[src/rtl/ovp_pkg.sv]
// ovp_pkg
//   Shared constants for the OVP fault controller: serial FSM state type,
//   read-frame field offsets (in stream order, bit 0 = first bit out) and
//   control-word bit positions.
// Ports: none (package).
package ovp_pkg;

    typedef enum logic [1:0] {
        S_IDLE,
        S_SHIFT,
        S_COMMIT
    } ax_state_e;

    // Read frame: status header, then chan_ok, first_id, first_vld.
    localparam int STAT_HDR_LEN = 8;
    localparam int CHAN_OFF     = STAT_HDR_LEN;

    function automatic int id_off(input int nch);
        return STAT_HDR_LEN + nch;
    endfunction

    function automatic int vld_off(input int nch, input int idw);
        return STAT_HDR_LEN + nch + idw;
    endfunction

    function automatic int rd_len(input int nch, input int idw);
        return vld_off(nch, idw) + 1;
    endfunction

    // Control word: [cw-1] soft reset, [cw-2] trip block, [cw-3:0] mask.
    function automatic int ctl_soft_bit(input int cw);
        return cw - 1;
    endfunction

    function automatic int ctl_block_bit(input int cw);
        return cw - 2;
    endfunction

endpackage

[src/rtl/ovp_fault_ctrl_if.sv]
// ovp_fault_ctrl_if
//   Serial status/control port from the auxiliary Xilinx.
// Signals:
//   ax_clk      serial bit clock (data strobed on its falling edge)
//   ax_frame    frame enable, active high
//   ax_write    1 = write (control) frame, 0 = read (status) frame
//   ax_data_in  serial write data, MSB first
//   ax_data     serial read data
// Modports: master drives the port, slave is the fault controller.
interface ovp_fault_ctrl_if;
    logic ax_clk;
    logic ax_frame;
    logic ax_write;
    logic ax_data_in;
    logic ax_data;

    modport master (output ax_clk, ax_frame, ax_write, ax_data_in, input ax_data);
    modport slave  (input ax_clk, ax_frame, ax_write, ax_data_in, output ax_data);
endinterface

[src/rtl/ovp_sync.sv]
// ovp_sync
//   W-bit two-flop synchroniser with asynchronous active-high reset.
// Parameters: W width, RST_VAL value both flops take in reset.
// Ports:
//   clk, rst  clock / async reset
//   d_i       asynchronous input
//   q_o       synchronised output (two clk cycles of latency)
module ovp_sync #(
    parameter int           W       = 1,
    parameter logic [W-1:0] RST_VAL = '0
) (
    input  logic         clk,
    input  logic         rst,
    input  logic [W-1:0] d_i,
    output logic [W-1:0] q_o
);
    logic [W-1:0] meta_q;
    logic [W-1:0] sync_q;

    always_ff @(posedge clk or posedge rst) begin
        if (rst) begin
            meta_q <= RST_VAL;
            sync_q <= RST_VAL;
        end else begin
            meta_q <= d_i;
            sync_q <= meta_q;
        end
    end

    assign q_o = sync_q;
endmodule

[src/rtl/ovp_fault_ctrl.sv]
// ovp_fault_ctrl
//   Over-voltage protection fault latch: filters NCH active-low fault inputs,
//   latches them per channel under a mask, records the first channel to trip,
//   and drives the shutdown request. A serial port (oversampled in the clk
//   domain) reads a status snapshot and writes the control word.
// Ports:
//   clk, rst    system clock, async active-high reset
//   flt_n       raw active-low fault inputs (async)
//   shdn_n      active-low clear request (async, ignored in eng_mode)
//   eng_mode    engineering mode: stat_ok forced 1, trip suppressed
//   arm         trip enable
//   sel/mux_out readout of chan_ok[sel], 0 when sel >= NCH
//   chan_ok     latched per-channel status (1 = OK)
//   stat_ok     all channels OK, or eng_mode
//   trip        registered shutdown request
//   first_id/first_vld  first latched channel
//   ax          serial status/control port (slave side)
module ovp_fault_ctrl
    import ovp_pkg::*;
#(
    parameter  int NCH     = 24,
    parameter  int FLT_CYC = 4,
    localparam int ID_W    = $clog2(NCH),
    localparam int CW      = NCH + 2
) (
    input  logic            clk,
    input  logic            rst,
    input  logic [NCH-1:0]  flt_n,
    input  logic            shdn_n,
    input  logic            eng_mode,
    input  logic            arm,
    input  logic [ID_W-1:0] sel,
    output logic            mux_out,
    output logic [NCH-1:0]  chan_ok,
    output logic            stat_ok,
    output logic            trip,
    output logic [ID_W-1:0] first_id,
    output logic            first_vld,
    ovp_fault_ctrl_if.slave ax
);
    localparam int         RD_LEN   = rd_len(NCH, ID_W);
    localparam int         ID_POS   = RD_LEN - 1 - id_off(NCH);
    localparam int         VLD_POS  = RD_LEN - 1 - vld_off(NCH, ID_W);
    localparam int         SOFT_BIT = ctl_soft_bit(CW);
    localparam int         BLK_BIT  = ctl_block_bit(CW);
    localparam int         PAD_W    = 1 << ID_W;
    localparam logic [3:0] FLT_MAX  = 4'(FLT_CYC);

    logic [NCH-1:0] flt_s;
    logic           shdn_n_s, axf_s, axc_s, axw_s, axd_s;

    ovp_sync #(.W(NCH), .RST_VAL({NCH{1'b1}})) u_sync_flt (
        .clk(clk), .rst(rst), .d_i(flt_n), .q_o(flt_s)
    );

    // Frame line resets high so a frame already in progress when reset
    // releases is never seen as a new frame start.
    ovp_sync #(.W(5), .RST_VAL(5'b11000)) u_sync_ctl (
        .clk(clk), .rst(rst),
        .d_i({shdn_n, ax.ax_frame, ax.ax_clk, ax.ax_write, ax.ax_data_in}),
        .q_o({shdn_n_s, axf_s, axc_s, axw_s, axd_s})
    );

    logic [3:0]      cnt_q [NCH];
    logic [3:0]      cnt_d [NCH];
    logic [NCH-1:0]  ok_q, ok_d, mask_q, mask_d;
    logic [ID_W-1:0] fid_q, fid_d;
    logic            fvld_q, fvld_d, trip_q, trip_d, blk_q, blk_d;
    logic            soft_clr, clr, found;
    ax_state_e       st_q, st_d;
    logic [5:0]      bcnt_q, bcnt_d;
    logic            axc_q, axf_q, wr_q, wr_d, axdo_q, axdo_d;
    logic [CW-1:0]   sr_q, sr_d;
    logic [RD_LEN-1:0] snap_q, snap_d, rd_vec;
    logic [PAD_W-1:0]  ok_pad;
    logic            frm_rise, frm_fall, strobe;

    assign clr = soft_clr | (~eng_mode & ~shdn_n_s);

    // Filter / latch / first-fault encoder
    always_comb begin
        ok_d   = ok_q;
        fid_d  = fid_q;
        fvld_d = fvld_q;
        found  = 1'b0;
        for (int i = 0; i < NCH; i++) begin
            cnt_d[i] = cnt_q[i];
            if (clr || mask_q[i] || flt_s[i])
                cnt_d[i] = '0;
            else if (cnt_q[i] != FLT_MAX)
                cnt_d[i] = cnt_q[i] + 4'd1;
            // Latch on the same edge the counter reaches FLT_CYC.
            if (clr) begin
                ok_d[i] = 1'b1;
            end else if (cnt_d[i] == FLT_MAX) begin
                ok_d[i] = 1'b0;
                // Ascending scan: the lowest newly latching index wins.
                if (ok_q[i] && !fvld_q && !found) begin
                    fid_d  = ID_W'(i);
                    fvld_d = 1'b1;
                    found  = 1'b1;
                end
            end
        end
        if (clr) begin
            fid_d  = '0;
            fvld_d = 1'b0;
        end
    end

    assign trip_d = ~(&ok_q) & ~clr & arm & ~eng_mode & ~blk_q;

    // Read-frame image in stream order: rd_vec[RD_LEN-1] goes out first.
    always_comb begin
        rd_vec = '0;
        rd_vec[RD_LEN-1 -: STAT_HDR_LEN]       = {STAT_HDR_LEN{stat_ok}};
        rd_vec[RD_LEN-1-CHAN_OFF -: NCH]       = ok_q;
        rd_vec[ID_POS -: ID_W]                 = fid_q;
        rd_vec[VLD_POS]                        = fvld_q;
    end

    assign frm_rise = axf_s & ~axf_q;
    assign frm_fall = ~axf_s & axf_q;
    assign strobe   = axf_s & axc_q & ~axc_s;

    // Serial port FSM
    always_comb begin
        st_d     = st_q;
        bcnt_d   = bcnt_q;
        wr_d     = wr_q;
        axdo_d   = axdo_q;
        sr_d     = sr_q;
        snap_d   = snap_q;
        mask_d   = mask_q;
        blk_d    = blk_q;
        soft_clr = 1'b0;
        unique case (st_q)
            S_IDLE: begin
                axdo_d = 1'b0;
                if (frm_rise) begin
                    st_d   = S_SHIFT;
                    bcnt_d = '0;
                    wr_d   = axw_s;
                    snap_d = rd_vec;
                end
            end
            S_SHIFT: begin
                if (frm_fall) begin
                    st_d = (wr_q && bcnt_q == 6'(CW)) ? S_COMMIT : S_IDLE;
                end else if (strobe) begin
                    if (bcnt_q != 6'd63)
                        bcnt_d = bcnt_q + 6'd1;
                    if (wr_q) begin
                        sr_d = {sr_q[CW-2:0], axd_s};
                    end else begin
                        axdo_d = snap_q[RD_LEN-1];
                        snap_d = {snap_q[RD_LEN-2:0], 1'b0};
                    end
                end
            end
            S_COMMIT: begin
                mask_d   = sr_q[NCH-1:0];
                blk_d    = sr_q[BLK_BIT];
                soft_clr = sr_q[SOFT_BIT];
                st_d     = S_IDLE;
            end
            default: st_d = S_IDLE;
        endcase
    end

    always_ff @(posedge clk or posedge rst) begin
        if (rst) begin
            cnt_q  <= '{default: '0};
            ok_q   <= '1;
            mask_q <= '0;
            fid_q  <= '0;
            fvld_q <= 1'b0;
            trip_q <= 1'b0;
            blk_q  <= 1'b0;
            st_q   <= S_IDLE;
            bcnt_q <= '0;
            wr_q   <= 1'b0;
            axdo_q <= 1'b0;
            axc_q  <= 1'b0;
            axf_q  <= 1'b1;
        end else begin
            cnt_q  <= cnt_d;
            ok_q   <= ok_d;
            mask_q <= mask_d;
            fid_q  <= fid_d;
            fvld_q <= fvld_d;
            trip_q <= trip_d;
            blk_q  <= blk_d;
            st_q   <= st_d;
            bcnt_q <= bcnt_d;
            wr_q   <= wr_d;
            axdo_q <= axdo_d;
            axc_q  <= axc_s;
            axf_q  <= axf_s;
        end
    end

    always_ff @(posedge clk) begin
        sr_q   <= sr_d;
        snap_q <= snap_d;
    end

    always_comb begin
        ok_pad            = '0;
        ok_pad[NCH-1:0]   = ok_q;
    end

    assign mux_out    = ok_pad[sel];
    assign chan_ok    = ok_q;
    assign stat_ok    = (&ok_q) | eng_mode;
    assign trip       = trip_q;
    assign first_id   = fid_q;
    assign first_vld  = fvld_q;
    assign ax.ax_data = axdo_q;
endmodule
[src/flat_wrapper.sv]
// flat-port wrapper written by rule: the top's interface ports become plain ports
module ovp_fault_ctrl_flat import ovp_pkg::*;
#(
    parameter  int NCH     = 24,
    parameter  int FLT_CYC = 4,
    localparam int ID_W    = $clog2(NCH),
    localparam int CW      = NCH + 2
)
  (clk, rst, flt_n, shdn_n, eng_mode, arm, sel, mux_out, chan_ok, stat_ok, trip, first_id, first_vld, ax_ax_clk, ax_ax_frame, ax_ax_write, ax_ax_data_in, ax_ax_data);
  ovp_fault_ctrl_if ax_i ();
  input  logic clk;
  input  logic rst;
  input  logic [NCH-1:0] flt_n;
  input  logic shdn_n;
  input  logic eng_mode;
  input  logic arm;
  input  logic [ID_W-1:0] sel;
  output logic mux_out;
  output logic [NCH-1:0] chan_ok;
  output logic stat_ok;
  output logic trip;
  output logic [ID_W-1:0] first_id;
  output logic first_vld;
  input wire logic [$bits(ax_i.ax_clk)-1:0] ax_ax_clk;
  input wire logic [$bits(ax_i.ax_frame)-1:0] ax_ax_frame;
  input wire logic [$bits(ax_i.ax_write)-1:0] ax_ax_write;
  input wire logic [$bits(ax_i.ax_data_in)-1:0] ax_ax_data_in;
  output wire logic [$bits(ax_i.ax_data)-1:0] ax_ax_data;
  assign ax_i.ax_clk = ax_ax_clk;
  assign ax_i.ax_frame = ax_ax_frame;
  assign ax_i.ax_write = ax_ax_write;
  assign ax_i.ax_data_in = ax_ax_data_in;
  assign ax_ax_data = ax_i.ax_data;
  ovp_fault_ctrl #(.NCH(NCH), .FLT_CYC(FLT_CYC)) u_core (.clk(clk), .rst(rst), .flt_n(flt_n), .shdn_n(shdn_n), .eng_mode(eng_mode), .arm(arm), .sel(sel), .mux_out(mux_out), .chan_ok(chan_ok), .stat_ok(stat_ok), .trip(trip), .first_id(first_id), .first_vld(first_vld), .ax(ax_i));
endmodule
[config.mk]
export PLATFORM = sky130hd
export DESIGN_NAME = ovp_fault_ctrl_flat
export DESIGN_NICKNAME = d
export VERILOG_FILES = /design/src/rtl/ovp_pkg.sv /design/src/rtl/ovp_fault_ctrl_if.sv /design/src/rtl/ovp_sync.sv /design/src/rtl/ovp_fault_ctrl.sv /design/src/flat_wrapper.sv
export SDC_FILE = /design/constraint.sdc
export NUM_CORES = 1
export LEC_CHECK = 0
export ABC_AREA = 1
export CORE_MARGIN = 4
export CORE_UTILIZATION = 50
export DETAILED_ROUTE_END_ITERATION = 8
export DONT_BUFFER_PORTS = 1
export GPL_ROUTABILITY_DRIVEN = 1
export PLACE_DENSITY = 0.69
export SLEW_MARGIN = 20
export SYNTH_ARGS = -nofsm -noshare
export SYNTH_HDL_FRONTEND = slang
export SYNTH_SLANG_ARGS = --single-unit
[constraint.sdc]
create_clock -name clk -period 9.83 [get_ports clk]
set_input_delay 1.4745 -clock clk [delete_from_list [all_inputs] [get_ports clk]]
set_output_delay 1.4745 -clock clk [all_outputs]
set_load 0.01 [all_outputs]
==> impl_metrics.ini, run 1 <==
[power_and_ir_drop]
leakagePower_nw = 7.16
p_per_area_nw_per_um2 = 218
peakVddDrop_uv = 145
finalPower_mw = 3.17

[synthesis]
avgSynthCellArea_sq_um = 9.79
synth_top_area_share_pct = 27.7
ys_ff_latch = 286
synth_edf_count = 64
synth_top_flop_cell = dfrtp_1
syn_area_sq_um = 13100
async_flop_share_pct = 77.6
netlist.top_cell.by_area = dfrtp_1
ys_types = 53
synth_warnings = 0
synth_cells = 1336
synth_area_leaders = dfrtp_1 (28%), dfstp_2 (15%), edfxtp_1 (15%), inv_1 (6.8%), nand2_1 (6.2%)
yosysSeqAreaShare_pct = 57.9
synth_nets = 1424

[grt]
use_met3_pct = 3.49
antenna_found_initial = 0
grt_pass1_wl_um = 44300
grt_util_all_layers_pct = 18.9
met1_usage_pct = 26.8
grt_max_degree = 87
busiest_layer = met2
grt_util_met2_pct = 30.2
first_global_vias = 8786
gr-total-overflow = 0

[final_layout]
antenna_cells = 0
nets = 1445
regArea_sq_um = 7570
fillCellCount = 2148
area_delta_synth_final_pct = 11.1
layout-drive-gt1-share_pct = 14.1
multi_input_area_sq_um = 4550

[worst_setup_path]
cp.buffers_inverters = 2
regToRegStartpoint = u_core.u_sync_ctl.q_o[4]$_DFF_PP1_
r2r_slack_ns = 6.55
path_class = register to output port
cpPeakStageDelay_ns = 0.59
rr_worst_depth = 21
start_kind = register
worstPathCellList = inv_1 > nor4_1 > nand3_1 > nor4_1 > nand4_1 > o41ai_1 > buf_4
worstPathRequired_ns = 8.36
r2r-end = u_core.first_id[1]$_DFF_PP0_
path_common_cell = nor4_1
worstPathMaxFanout = 4
end_kind = output port
critPathTopFamily = simple AND/OR/NAND/NOR gates
cp.arrival_ns = 2.93
cp_slowest_cell = dfstp_2

[placement]
dp_hpwl_um = 19100
gp_congestion = 0.931
io_buffers = 0

[clock_tree]
cts_made_buffers = 31
clk_path_buf_depth = 3
clkTransAtPathRegs_ns = 0.06
cts_setup_buffers = 0
cts-resized-gates = 0
clock_latency_ns = 0.55
cts_hold_buf = 0
h-tree-depth = 1
clock-sinks = 286
cts-root-buf = clkbuf_16
cts_tree = yes

[timing]
finalSetupViolCount = 0
timing.final.hold_violations = 0
slew_headroom_pct = 29.7
rsz0062_at_grt = no
timing.final.crit_share_pct = 44.8
fmax_mhz = 227
skew_ns = 0.0111
period_needed_ns = 4.40
drv_slew = 0
worst_pin_slew_ns = 1.05
tns_ns = 0

[floorplan]
die_h_um = 170
die_w_um = 170
rows = 58
pin_count = 72
die_area_sq_um = 28800
initial_utilization_pct = 51.4
core_area_sq_um = 25500

[min_path]
min_path_type = register to register
min_path_cells = 0
min_to = u_core.u_sync_ctl.q_o[0]$_DFF_PP0_
min_from = u_core.u_sync_ctl.meta_q[0]$_DFF_PP0_

[run_status]
outcome = complete, no violations

[drt]
vias_per_cell = 5.15
drt_iter0_markers = 659
dr.pass1.iters = 5
vias = 8809
drc = 0
postRouteAntennaNets = 0
wirelength_um = 26600
wl_per_cell_um = 15.6

[run]
drv_cap = 0
[cells by family (layout without fill, tap and decap cells)]
logic type / count (synthesis) / count (layout) / share of synthesized area [%]
buf+inv: 257 / 302 / 7.43
fa+ha+maj: 50 / 50 / 4.78
mux: 25 / 25 / 2.15
flops: 286 / 286 / 57.9
xor+xnor: 50 / 50 / 3.35
compound gates: 126 / 126 / 5.30
simple gates: 542 / 542 / 19.1
[area by class of cell]
cell class / count / area share (%)
clock buffer: 43 / 6.21
sequential: 286 / 52.1
clock inverter: 14 / 0.998
multi-input combinational: 793 / 31.3
timing repair buffer: 6 / 0.310
tap: 330 / 2.84
inverter: 239 / 6.24
[cells in the final DEF, fill, tap and decap left out, types with 7 or more instances in the layout]
cell and count:
nand2_1 217, nor3_1 34, dfrtp_1 145, clkbuf_16 32, xnor2_1 14, inv_1 235, mux2_2 25, nand3_1 103
ha_1 50, o21ai_0 69, nor2_1 116, dfstp_2 77, clkinv_2 7, xor2_1 36, edfxtp_1 64, a21oi_1 37
nand4_1 24
[state kept, by name, summed over array words and instances (netlist names)]
name,flops
u_core.cnt_q,96
u_core.snap_q,38
u_core.sr_q,26
u_core.chan_ok,24
u_core.mask_q,24
u_core.u_sync_flt.meta_q,24
u_core.u_sync_flt.q_o,24
u_core.bcnt_q,6
u_core.first_id,5
u_core.u_sync_ctl.meta_q,5
u_core.u_sync_ctl.q_o,5
u_core.st_q,2
u_core.ax.ax_data,1
u_core.axc_q,1
u_core.axf_q,1
u_core.blk_q,1
u_core.first_vld,1
u_core.trip,1
u_core.wr_q,1
[worst max-delay path by stage]
stage | cells past startpoint | to | slack, ns | start
final | 7 | stat_ok | 5.43 | u_core.chan_ok[13]$_DFFE_PP1P_
after global routing | 7 | stat_ok | 5.21 | u_core.chan_ok[12]$_DFFE_PP1P_
after detailed placement | 21 | u_core.first_id[1]$_DFF_PP0_ | 5.61 | eng_mode
after floorplan | 1 | u_core.ax.ax_data$_DFFE_PP0P_ | 2.41 | rst
after global placement | 21 | u_core.first_id[1]$_DFF_PP0_ | 5.72 | eng_mode
after CTS | 7 | stat_ok | 5.31 | u_core.chan_ok[12]$_DFFE_PP1P_
[cells in the mapped netlist, types with 6 or more instances]
master and number:
a21oi_1 37, clkbuf_1 16, dfrtp_1 145, dfstp_2 77, edfxtp_1 64, ha_1 50, inv_1 236, mux2_2 25
nand2_1 217, nand3_1 103, nand3_2 6, nand4_1 24, nor2_1 119, nor3_1 34, o21ai_0 69, xnor2_1 14
xor2_1 36
[stage by stage]
stage	hold WS, ns	area (sq um)	cells	util [%]	worst slack, ns
6_report	0.347	14500	1711	57.1	5.43
5_1_grt	0.355	14500	1711	57.1	5.21
4_1_cts	0.349	14500	1711	57.1	5.31
3_5_place_dp	0.336	13500	1654	53.0	5.61
3_3_place_gp	0.335	13500	1654	53.0	5.72
2_1_floorplan	0.331	13100	1336	-	2.41
[report_power, final]
part,internal [mW],total (mW),switching [mW]
logic,0.148,0.478,0.330
clock network,0.715,1.17,0.456
registers,1.42,1.52,0.101
total,2.29,3.17,0.887
[routing by layer]
layer,vias to the layer above,part of all wire [%]
li1,4349,-
met1,4235,46
met2,181,46
met3,44,5.6
met4,0,2.0
met5,-,0
Power figures use the tool's default switching activity.
==> run 2: changes to the inputs <==
Settings changed: PLACE_DENSITY 0.69 to 0.72.
Clock period 9.83 ns to 3.9 ns, I/O delays scaled along.
==> impl_metrics.ini, run 2 (synthesis results as in run 1) <==
[timing]
skew_ns = 0.0139
fmax_mhz = 282
finalSetupViolCount = 0
tns_ns = 0
slew_headroom_pct = 29.8
period_needed_ns = 3.54
timing.final.crit_share_pct = 90.8
rsz0062_at_grt = no
worst_pin_slew_ns = 1.05
timing.final.hold_violations = 0
drv_slew = 0
finalWorstSetupSlack_ns = 0.358

[worst_setup_path]
end_kind = output port
start_kind = register
crit_path_start = u_core.chan_ok[12]$_DFFE_PP1P_
cp_slowest_cell = dfstp_2
cpPeakStageDelay_ns = 0.63
cp.arrival_ns = 2.96
path_common_cell = nor4_1
path_class = register to output port
worstPathMaxFanout = 4
cp.buffers_inverters = 2
worstPathCellList = inv_1 > nor4_1 > nand3_1 > nor4_1 > nand4_1 > o41ai_1 > buf_4
regToRegStartpoint = u_core.u_sync_ctl.q_o[4]$_DFF_PP1_
worstPathRequired_ns = 3.31
critPathTopFamily = simple AND/OR/NAND/NOR gates

[drt]
wl_per_cell_um = 15.6
vias = 8884
dr.pass1.iters = 5
postRouteAntennaNets = 0
vias_per_cell = 5.19
drc = 0
drt_iter0_markers = 670
wirelength_um = 26700

[power_and_ir_drop]
peakVddDrop_uv = 549
p_per_area_nw_per_um2 = 552
leakagePower_nw = 7.17
p_comb_share_pct = 15.3
p_int_mw = 5.79
switching_share_pct = 28.1
finalPower_mw = 8.05
p_clk_share_pct = 37.1
power_frac_seq_pct = 47.6
p_switching_mw = 2.26

[final_layout]
area_delta_synth_final_pct = 11.4
antenna_cells = 0
layout-drive-gt1-share_pct = 14.4
finalNonFillerCells = 1713
final_common_cell = inv_1
most-common-layout-cells = inv_1 (235), nand2_1 (217), dfrtp_1 (145)
top_regs = u_core.cnt_q (96), u_core.snap_q (38), u_core.sr_q (26)
largest_reg_flops = 96
nets = 1447
regMostFlops = u_core.cnt_q

[grt]
busiest_layer = met2
use_met3_pct = 2.98
antenna_found_initial = 0
grt_util_all_layers_pct = 18.8
grt_pass1_wl_um = 44500
gr-total-overflow = 0
met1_usage_pct = 27.1
first_global_vias = 8889
grt_max_degree = 149
grt_util_met2_pct = 30.4

[placement]
dp_slack_ns = 0.562
io_buffers = 0
dp_hpwl_um = 19100
gp_congestion = 0.922
place_inst = 1656

[clock_tree]
clk_path_buf_depth = 3
clock_latency_ns = 0.55
h-tree-depth = 1
cts-root-buf = clkbuf_16
cts_setup_buffers = 0
clock-sinks = 286
cts_hold_buf = 0
cts_made_buffers = 31
cts-resized-gates = 0
cts_tree = yes
clkTransAtPathRegs_ns = 0.06

[floorplan]
rows = 58
pin_count = 72
die_h_um = 170
core_area_sq_um = 25500
initial_utilization_pct = 51.4
die_area_sq_um = 28800
die_w_um = 170

[run]
drv_cap = 0

[run_status]
outcome = complete, no violations

[min_path]
min_from = ax_ax_frame
min_path_type = primary input to register
==> run 2: final cells by class <==
class	instances	area, sq um
clock buffers	38	863
clock inverters	19	196
fillers	2126	10900
inverters	239	903
multi-input cells	793	4550
flip-flops and latches	286	7570
well taps	330	413
repair buffers	8	72.6
==> run 2: worst paths after layout <==
path	endpoint	slack (ns)	cells after the start
max	stat_ok	0.36	7
min	u_core.u_sync_ctl.meta_q[3]$_DFF_PP1_	0.03	0
max reg2reg	u_core.first_id[1]$_DFF_PP0_	0.63	21
min reg2reg	u_core.u_sync_ctl.q_o[4]$_DFF_PP1_	0.35	0
max in group asynchronous	u_core.cnt_q[74]$_DFF_PP0_	3.05	2
min in group asynchronous	u_core.cnt_q[25]$_DFF_PP0_	0.12	2
==> run 2: stage by stage <==
step                      utilization [%]  instance area [sq um]  hold slack (ns)
after global placement               53.1                  13500            0.336
final                                57.2                  14600           0.0290
after CTS                            57.2                  14600          0.00411
after floorplan                         -                  13100            0.331
after detailed placement             53.1                  13500            0.338
after global routing                 57.2                  14600          0.00568
==> run 2: per-layer routing <==
layer / up-vias / part of all wire, %
met1: 4308 / 46
met2: 183 / 47
met3: 36 / 5.5
li1: 4357 / -
met4: 0 / 1.7
met5: - / 0
==> run 2: power groups by stage <==
stage                     Clock [mW]  Combinational, mW  Sequential [mW]
after detailed placement           0               1.24             3.88
after global routing            3.20               1.42             3.87
final                           2.99               1.23             3.83
after floorplan                    0              0.941             3.79
after CTS                       3.06               1.25             3.83
after global placement             0               1.21             3.87
